<file path="src/rtl/jt12_mod_seq_if.sv">
// Bus bundle for jt12_mod_seq: operator-pipeline handshake, config writes and channel-sum output.
`default_nettype none

interface jt12_mod_seq_if #(
    parameter int CHW = 3,
    parameter int W   = 14
);
    logic                  cen;
    logic                  cfg_we;
    logic [CHW-1:0]        cfg_ch;
    logic [2:0]            cfg_alg;
    logic [2:0]            cfg_fb;
    logic signed [W-1:0]   op_out;
    logic signed [W:0]     mod_out;
    logic [1:0]            mod_op;
    logic [CHW-1:0]        mod_ch;
    logic                  mod_valid;
    logic                  frame_sync;
    logic signed [W+1:0]   ch_sum;
    logic [CHW-1:0]        ch_sum_ch;
    logic                  ch_sum_valid;

    modport master (
        output cen, cfg_we, cfg_ch, cfg_alg, cfg_fb, op_out,
        input  mod_out, mod_op, mod_ch, mod_valid, frame_sync,
               ch_sum, ch_sum_ch, ch_sum_valid
    );

    modport slave (
        input  cen, cfg_we, cfg_ch, cfg_alg, cfg_fb, op_out,
        output mod_out, mod_op, mod_ch, mod_valid, frame_sync,
               ch_sum, ch_sum_ch, ch_sum_valid
    );
endinterface

`default_nettype wire

</file>
<file path="src/rtl/jt12_mod_seq.sv">
// Slot sequencer and modulation router for CH channels x 4 FM operators:
// holds operator history, builds per-slot modulation and sums carriers per channel.
`default_nettype none

module jt12_mod_seq #(
    parameter int CH    = 6,
    parameter int CHW   = 3,
    parameter int W     = 14,
    parameter int OPLAT = 1,
    parameter int FBMAX = 9
) (
    input  logic           clk,
    input  logic           rst,
    jt12_mod_seq_if.slave  bus
);
    localparam logic [CHW-1:0] LAST_CH = CHW'(CH - 1);

    logic [1:0]           op_q, op_d;
    logic [CHW-1:0]       ch_q, ch_d;
    logic [2:0]           alg_q    [CH];
    logic [2:0]           alg_sh_q [CH];
    logic [2:0]           fb_sh_q  [CH];
    logic signed [W-1:0]  o1_q     [CH];
    logic signed [W-1:0]  o1_old_q [CH];
    logic signed [W-1:0]  o2_q     [CH];
    logic signed [W-1:0]  o3_q     [CH];
    logic signed [W+1:0]  acc_q    [CH];

    // tag[0] is the slot currently presented; tag[OPLAT-1] owns the incoming op_out
    logic [1:0]           tag_op_q [OPLAT];
    logic [CHW-1:0]       tag_ch_q [OPLAT];
    logic                 tag_v_q  [OPLAT];

    logic signed [W:0]    mod_out_q, mod_d;
    logic                 frame_sync_q;
    logic signed [W+1:0]  ch_sum_q, acc_d;
    logic [CHW-1:0]       ch_sum_ch_q;
    logic                 ch_sum_valid_q;

    logic [2:0]           cur_alg, cur_fb, wb_alg;
    logic [4:0]           fb_shift;
    logic signed [W:0]    o1x, o1ox, o2x, o3x, fb_sum;
    logic                 wb_v, wb_car;
    logic [1:0]           wb_op;
    logic [CHW-1:0]       wb_ch;
    logic signed [W+1:0]  op_x;

    always_comb begin
        op_d = op_q;
        ch_d = ch_q + 1'b1;
        if (ch_q == LAST_CH) begin
            ch_d = '0;
            op_d = op_q + 2'd1;
        end
    end

    // Feedback is read from the shadow: op1 presentation is exactly when it becomes active.
    always_comb begin
        cur_alg  = alg_q[ch_q];
        cur_fb   = fb_sh_q[ch_q];
        o1x      = {o1_q[ch_q][W-1], o1_q[ch_q]};
        o1ox     = {o1_old_q[ch_q][W-1], o1_old_q[ch_q]};
        o2x      = {o2_q[ch_q][W-1], o2_q[ch_q]};
        o3x      = {o3_q[ch_q][W-1], o3_q[ch_q]};
        fb_sum   = o1x + o1ox;
        fb_shift = 5'(FBMAX) - {2'b00, cur_fb};
        mod_d    = '0;
        case (op_q)
            2'd0: if (cur_fb != 3'd0) mod_d = fb_sum >>> fb_shift;
            2'd1: if (cur_alg inside {3'd0, 3'd3, 3'd4, 3'd5, 3'd6}) mod_d = o1x;
            2'd2: begin
                case (cur_alg)
                    3'd0, 3'd2: mod_d = o2x;
                    3'd1:       mod_d = o1x + o2x;
                    3'd5:       mod_d = o1x;
                    default:    mod_d = '0;
                endcase
            end
            default: begin
                case (cur_alg)
                    3'd0, 3'd1, 3'd4: mod_d = o3x;
                    3'd2:             mod_d = o1x + o3x;
                    3'd3:             mod_d = o2x + o3x;
                    3'd5:             mod_d = o1x;
                    default:          mod_d = '0;
                endcase
            end
        endcase
    end

    always_comb begin
        wb_v   = tag_v_q[OPLAT-1];
        wb_op  = tag_op_q[OPLAT-1];
        wb_ch  = tag_ch_q[OPLAT-1];
        wb_alg = alg_q[wb_ch];
        wb_car = (wb_op == 2'd3) ||
                 (wb_op == 2'd2 && wb_alg >= 3'd5) ||
                 (wb_op == 2'd1 && wb_alg >= 3'd4) ||
                 (wb_op == 2'd0 && wb_alg == 3'd7);
        op_x   = {{2{bus.op_out[W-1]}}, bus.op_out};
        acc_d  = ((wb_op == 2'd0) ? '0 : acc_q[wb_ch]) + (wb_car ? op_x : '0);
    end

    always_ff @(posedge clk) begin
        if (rst) begin
            op_q           <= '0;
            ch_q           <= '0;
            mod_out_q      <= '0;
            frame_sync_q   <= 1'b0;
            ch_sum_q       <= '0;
            ch_sum_ch_q    <= '0;
            ch_sum_valid_q <= 1'b0;
            for (int i = 0; i < OPLAT; i++) begin
                tag_op_q[i] <= '0;
                tag_ch_q[i] <= '0;
                tag_v_q[i]  <= 1'b0;
            end
            for (int i = 0; i < CH; i++) begin
                alg_q[i]    <= '0;
                alg_sh_q[i] <= '0;
                fb_sh_q[i]  <= '0;
                o1_q[i]     <= '0;
                o1_old_q[i] <= '0;
                o2_q[i]     <= '0;
                o3_q[i]     <= '0;
                acc_q[i]    <= '0;
            end
        end else if (bus.cen) begin
            op_q         <= op_d;
            ch_q         <= ch_d;
            mod_out_q    <= mod_d;
            frame_sync_q <= (op_q == 2'd0) && (ch_q == '0);
            tag_op_q[0]  <= op_q;
            tag_ch_q[0]  <= ch_q;
            tag_v_q[0]   <= 1'b1;
            for (int i = 1; i < OPLAT; i++) begin
                tag_op_q[i] <= tag_op_q[i-1];
                tag_ch_q[i] <= tag_ch_q[i-1];
                tag_v_q[i]  <= tag_v_q[i-1];
            end

            // Non-blocking: a write landing on the latch cycle applies from the next sample.
            if (op_q == 2'd0)
                alg_q[ch_q] <= alg_sh_q[ch_q];
            if (bus.cfg_we && (int'(bus.cfg_ch) < CH)) begin
                alg_sh_q[bus.cfg_ch] <= bus.cfg_alg;
                fb_sh_q[bus.cfg_ch]  <= bus.cfg_fb;
            end

            if (wb_v) begin
                acc_q[wb_ch] <= acc_d;
                case (wb_op)
                    2'd0: begin
                        o1_q[wb_ch]     <= bus.op_out;
                        o1_old_q[wb_ch] <= o1_q[wb_ch];
                    end
                    2'd1: o2_q[wb_ch] <= bus.op_out;
                    2'd2: o3_q[wb_ch] <= bus.op_out;
                    default: begin
                        ch_sum_q    <= acc_d;
                        ch_sum_ch_q <= wb_ch;
                    end
                endcase
            end
            ch_sum_valid_q <= wb_v && (wb_op == 2'd3);
        end
    end

    assign bus.mod_out      = mod_out_q;
    assign bus.mod_op       = tag_op_q[0];
    assign bus.mod_ch       = tag_ch_q[0];
    assign bus.mod_valid    = tag_v_q[0];
    assign bus.frame_sync   = frame_sync_q;
    assign bus.ch_sum       = ch_sum_q;
    assign bus.ch_sum_ch    = ch_sum_ch_q;
    assign bus.ch_sum_valid = ch_sum_valid_q;

endmodule

`default_nettype wire

</file>
<file path="src/flat_wrapper.sv">
// flat-port wrapper written by rule: the top's interface ports become plain ports
module jt12_mod_seq_flat 
#(
    parameter int CH    = 6,
    parameter int CHW   = 3,
    parameter int W     = 14,
    parameter int OPLAT = 1,
    parameter int FBMAX = 9
)
  (clk, rst, bus_cen, bus_cfg_we, bus_cfg_ch, bus_cfg_alg, bus_cfg_fb, bus_op_out, bus_mod_out, bus_mod_op, bus_mod_ch, bus_mod_valid, bus_frame_sync, bus_ch_sum, bus_ch_sum_ch, bus_ch_sum_valid);
  jt12_mod_seq_if #(.CHW(CHW), .W(W)) bus_i ();
  input  logic clk;
  input  logic rst;
  input wire logic [$bits(bus_i.cen)-1:0] bus_cen;
  input wire logic [$bits(bus_i.cfg_we)-1:0] bus_cfg_we;
  input wire logic [$bits(bus_i.cfg_ch)-1:0] bus_cfg_ch;
  input wire logic [$bits(bus_i.cfg_alg)-1:0] bus_cfg_alg;
  input wire logic [$bits(bus_i.cfg_fb)-1:0] bus_cfg_fb;
  input wire logic [$bits(bus_i.op_out)-1:0] bus_op_out;
  output wire logic [$bits(bus_i.mod_out)-1:0] bus_mod_out;
  output wire logic [$bits(bus_i.mod_op)-1:0] bus_mod_op;
  output wire logic [$bits(bus_i.mod_ch)-1:0] bus_mod_ch;
  output wire logic [$bits(bus_i.mod_valid)-1:0] bus_mod_valid;
  output wire logic [$bits(bus_i.frame_sync)-1:0] bus_frame_sync;
  output wire logic [$bits(bus_i.ch_sum)-1:0] bus_ch_sum;
  output wire logic [$bits(bus_i.ch_sum_ch)-1:0] bus_ch_sum_ch;
  output wire logic [$bits(bus_i.ch_sum_valid)-1:0] bus_ch_sum_valid;
  assign bus_i.cen = bus_cen;
  assign bus_i.cfg_we = bus_cfg_we;
  assign bus_i.cfg_ch = bus_cfg_ch;
  assign bus_i.cfg_alg = bus_cfg_alg;
  assign bus_i.cfg_fb = bus_cfg_fb;
  assign bus_i.op_out = bus_op_out;
  assign bus_mod_out = bus_i.mod_out;
  assign bus_mod_op = bus_i.mod_op;
  assign bus_mod_ch = bus_i.mod_ch;
  assign bus_mod_valid = bus_i.mod_valid;
  assign bus_frame_sync = bus_i.frame_sync;
  assign bus_ch_sum = bus_i.ch_sum;
  assign bus_ch_sum_ch = bus_i.ch_sum_ch;
  assign bus_ch_sum_valid = bus_i.ch_sum_valid;
  jt12_mod_seq #(.CH(CH), .CHW(CHW), .W(W), .OPLAT(OPLAT), .FBMAX(FBMAX)) u_core (.clk(clk), .rst(rst), .bus(bus_i));
endmodule
</file>
<file path="config.mk">
export PLATFORM = sky130hd
export DESIGN_NAME = jt12_mod_seq_flat
export DESIGN_NICKNAME = d
export VERILOG_FILES = /design/src/rtl/jt12_mod_seq_if.sv /design/src/rtl/jt12_mod_seq.sv /design/src/flat_wrapper.sv
export SDC_FILE = /design/constraint.sdc
export NUM_CORES = 1
export LEC_CHECK = 0
export ABC_AREA = 0
export BUFFER_PORTS_ARGS = -buffer_cell sky130_fd_sc_hd__buf_4
export CAP_MARGIN = 20
export CORE_ASPECT_RATIO = 2
export CORE_UTILIZATION = 35
export DETAILED_ROUTE_END_ITERATION = 7
export PLACE_DENSITY = 0.61
export SLEW_MARGIN = 40
export SYNTH_ARGS = -nofsm -noshare
export SYNTH_HDL_FRONTEND = slang
export SYNTH_SLANG_ARGS = --single-unit
</file>
<file path="constraint.sdc">
create_clock -name clk -period 5.6 [get_ports clk]
set_input_delay 0.56 -clock clk [delete_from_list [all_inputs] [get_ports clk]]
set_output_delay 0.56 -clock clk [all_outputs]
set_load 0.02 [all_outputs]
</file>
==> qor.yml <==
cp_common_cell: "o21ai_0"
final.min_clock_period_ps: 5100
powerDensity_mw_per_mm2: 312
finalNetCount: 2843
hp-class: "input port to flop"
cpMaxStageDelayCell: "or3_1"
synth.area.top_cells: "edfxtp_1 57%, mux4_2 12%, nor2_1 5.1%"
drtPass1Iterations: 6
worstHoldPathCells: 2
clock_latency_ps: 660
switching_power_uw: 3360
cts_tree: "done"
path_max_fanout: 13
ys.flop_type: "edfxtp_1"
clockBufferDepth: 3
dp_slack_ps: 579
placed_area_mm2: 0.0374
finalSetupTns_ps: 0
grt_overflow_total: 0
dpl.hpwl_um: 75800
postLayoutCellArea_mm2: 0.0393
r2r_slack_ps: 500
arrival_ps: 5470
syn_to_final_growth_pct: 13.0
hold_violations: 0
cpPeakStageDelay_ps: 630
coreArea_mm2: 0.0985
cts_resized: 0
regToRegEndpoint: "u_core.acc_q[5][8]$_DFFE_PP_"
wire_per_inst_um: 25.6
final_common_cell: "edfxtp_1"
finalCritPeriodShare: 0.911
synth_seq_area_share: 0.590
antenna_found_initial: 2
min_to: "u_core.bus.ch_sum[5]$_SDFFE_PP0P_"
fmax_mhz: 196
synth-edff-count: 654
sw_frac_of_total: 0.274
syn_area_mm2: 0.0348
rsz0062_at_grt: "no"
internal_power_uw: 8910
drcViolationCount: 0
avgViaCountPerCell: 5.57
portBuffers: 68
cts.sinks: 698
gp_congestion: 0.937
cts_root_buf: "clkbuf_16"
hold_buffers: 0
finalSetupViolCount: 0
place_inst: 4008
ys_ff_latch: 698
worstSetupStartpointType: "flop"
cp.required_ps: 5960
utilization: 0.399
synth_cells: 2641
start_util: 0.353
grt_use_total: 0.210
min-delay-start: "rst"
power_frac_seq: 0.485
drtAntennaViolNets: 0
cap_violations: 0
cts_htree_levels: 2
die-area_mm2: 0.101
grt_max_degree: 52
yosys.area.top_type_share: 0.565
cts_setup_buffers: 0
max_slew_margin: 0.452
crit_path_end_kind: "flop"
grt_first_pass_wirelength_um: 154000
maxSlewViolCount: 0
fin_skew_ps: 37.9
status: "finished clean"
dieWidth_um: 225
irDropWorstVdd_mv: 0.254
instances_no_fill: 4114
drive_above_1_share: 0.207
syn_area_per_cell_um2: 13.2
rr_worst_depth: 16
mostFrequentLayoutCells: "654 x edfxtp_1, 471 x nor2_1, 214 x nand2_1"
yosysTopAreaCell: "edfxtp_1"
r2r_start: "u_core.tag_ch_q[0][0]$_SDFFCE_PN0P_"
path_cells: "mux4_2, o21ai_0, a22oi_1, or3_1, and2_1, ha_1, inv_1, fa_1, nor2b_1, o21ai_0, a21boi_0, o21ai_0, a21boi_0, o21ai_0, nor3b_1, nor3_1"
power_frac_clock: 0.333
worst_pin_slew_ps: 819
finalWorstSetupSlack_ps: 497
power_leakage_uw: 0.0140
num_rows: 163
ioPinCount: 69
clkSlewWorstSetupHoldPaths_ps: 70
routed-via-count: 22900
die_h_um: 448
ys_warn_count: 0
synth_cell_types: 79
cts_buffers: 58
dr.first_iter.drc_count: 1722
p_comb_frac: 0.182
grt_pass1_vias: 23800
synthArstFlopShare: 0
wirelength_um: 105000
crit_type: "flop to flop"
[cell type report]
| type | count | area, um^2 |
|---|---|---|
| clock buffer | 72 | 1540 |
| timing repair buffer | 185 | 1490 |
| antenna | 1 | 2.50 |
| fill | 9191 | 59200 |
| multi-input combinational | 1680 | 13300 |
| clock inverter | 33 | 319 |
| sequential | 698 | 20500 |
| inverter | 125 | 469 |
| tap | 1320 | 1650 |
[worst max-delay path: cells and delay by family (launching register included)]
family	cells	cell delay (ps)
simple gates	5	1700
compound gates	7	1460
mux	1	580
flops	1	570
fa+ha+maj	2	420
buf+inv	1	90
[cell usage after synthesis (all sizes together), types with 8 or more instances]
library cell  instances
a211oi               16
a21o                 18
a21oi                75
a22oi                13
a31oi                13
and2                 46
and3                 38
buf                  58
clkbuf               91
dfxtp                44
edfxtp              654
ha                   64
inv                 122
mux2                 68
mux2i                51
mux4                194
nand2               218
nand2b               11
nand3                38
nand4                11
nor2                476
nor2b                 9
nor3                 38
nor3b                10
nor4                 11
o211ai               14
o21ai                56
o22ai                 8
o31ai                10
or3                   9
xnor2                22
xor2                 18
[cell families (layout without fill, tap and decap cells)]
group | Yosys count | in the layout | share of synthesized area
other | 1 | 13 | 0.000108
AND/OR/NAND/NOR | 931 | 931 | 0.116
buffers and inverters | 274 | 415 | 0.0321
AO/OA/AOI/OAI | 312 | 312 | 0.0612
adder cells (fa/ha/maj) | 72 | 72 | 0.0265
XOR/XNOR | 40 | 40 | 0.0101
flip-flops | 698 | 698 | 0.590
multiplexers | 313 | 313 | 0.163
[through the flow]
step	hold slack (ps)	total power (uW)
after global routing	199	12700
after floorplan	505	7460
final	195	12300
after detailed placement	449	8270
after global placement	436	8250
after CTS	159	12300
[power groups by stage]
stage	sequential [uW]	clock, uW	combinational (uW)
finish	5950	4090	2230
global route	5960	4320	2370
CTS	5950	4170	2210
detailed placement	6070	0	2200
global placement	6060	0	2190
floorplan	6050	0	1410
[flip-flops by register name, indices dropped and copies added (netlist names), named ones only]
name / flops
u_core.tag_ch_q: 3
u_core.acc_q: 128
u_core.bus.ch_sum_ch: 3
u_core.tag_op_q: 2
u_core.bus.mod_out: 15
u_core.alg_q: 24
u_core.op_q: 2
u_core.bus.ch_sum_valid: 1
u_core.ch_q: 3
u_core.bus.ch_sum: 16
u_core.o1_old_q: 112
u_core.o1_q: 112
u_core.o2_q: 112
u_core.bus.frame_sync: 1
u_core.o3_q: 112
u_core.fb_sh_q: 24
u_core.tag_v_q: 1
u_core.alg_sh_q: 24
[worst max-delay path by stage]
stage	slack [ps]	start	cells after the start	end
after floorplan	110	flop	19	u_core.bus.mod_out[1]$_SDFFE_PP0P_
after global routing	70	u_core.tag_ch_q[0][0]$_SDFFCE_PN0P_	16	u_core.acc_q[5][8]$_DFFE_PP_
after detailed placement	580	u_core.tag_ch_q[0][0]$_SDFFCE_PN0P_	16	u_core.acc_q[6][8]$_DFFE_PP_
after global placement	570	u_core.tag_ch_q[0][0]$_SDFFCE_PN0P_	16	u_core.acc_q[5][8]$_DFFE_PP_
final	500	u_core.tag_ch_q[0][0]$_SDFFCE_PN0P_	16	u_core.acc_q[5][8]$_DFFE_PP_
after CTS	540	u_core.tag_ch_q[0][0]$_SDFFCE_PN0P_	16	u_core.acc_q[5][8]$_DFFE_PP_
[per-layer routing]
metal	vias to the layer above	routed length (um)	global-route usage	part of all wire
met2	843	59500	0.415	0.56
met3	326	4610	0.0207	0.044
met5	-	12	0	0.00011
met4	2	6580	0.120	0.062
li1	10100	-	-	-
met1	11600	34700	0.209	0.33
Power figures use the tool's default switching activity.
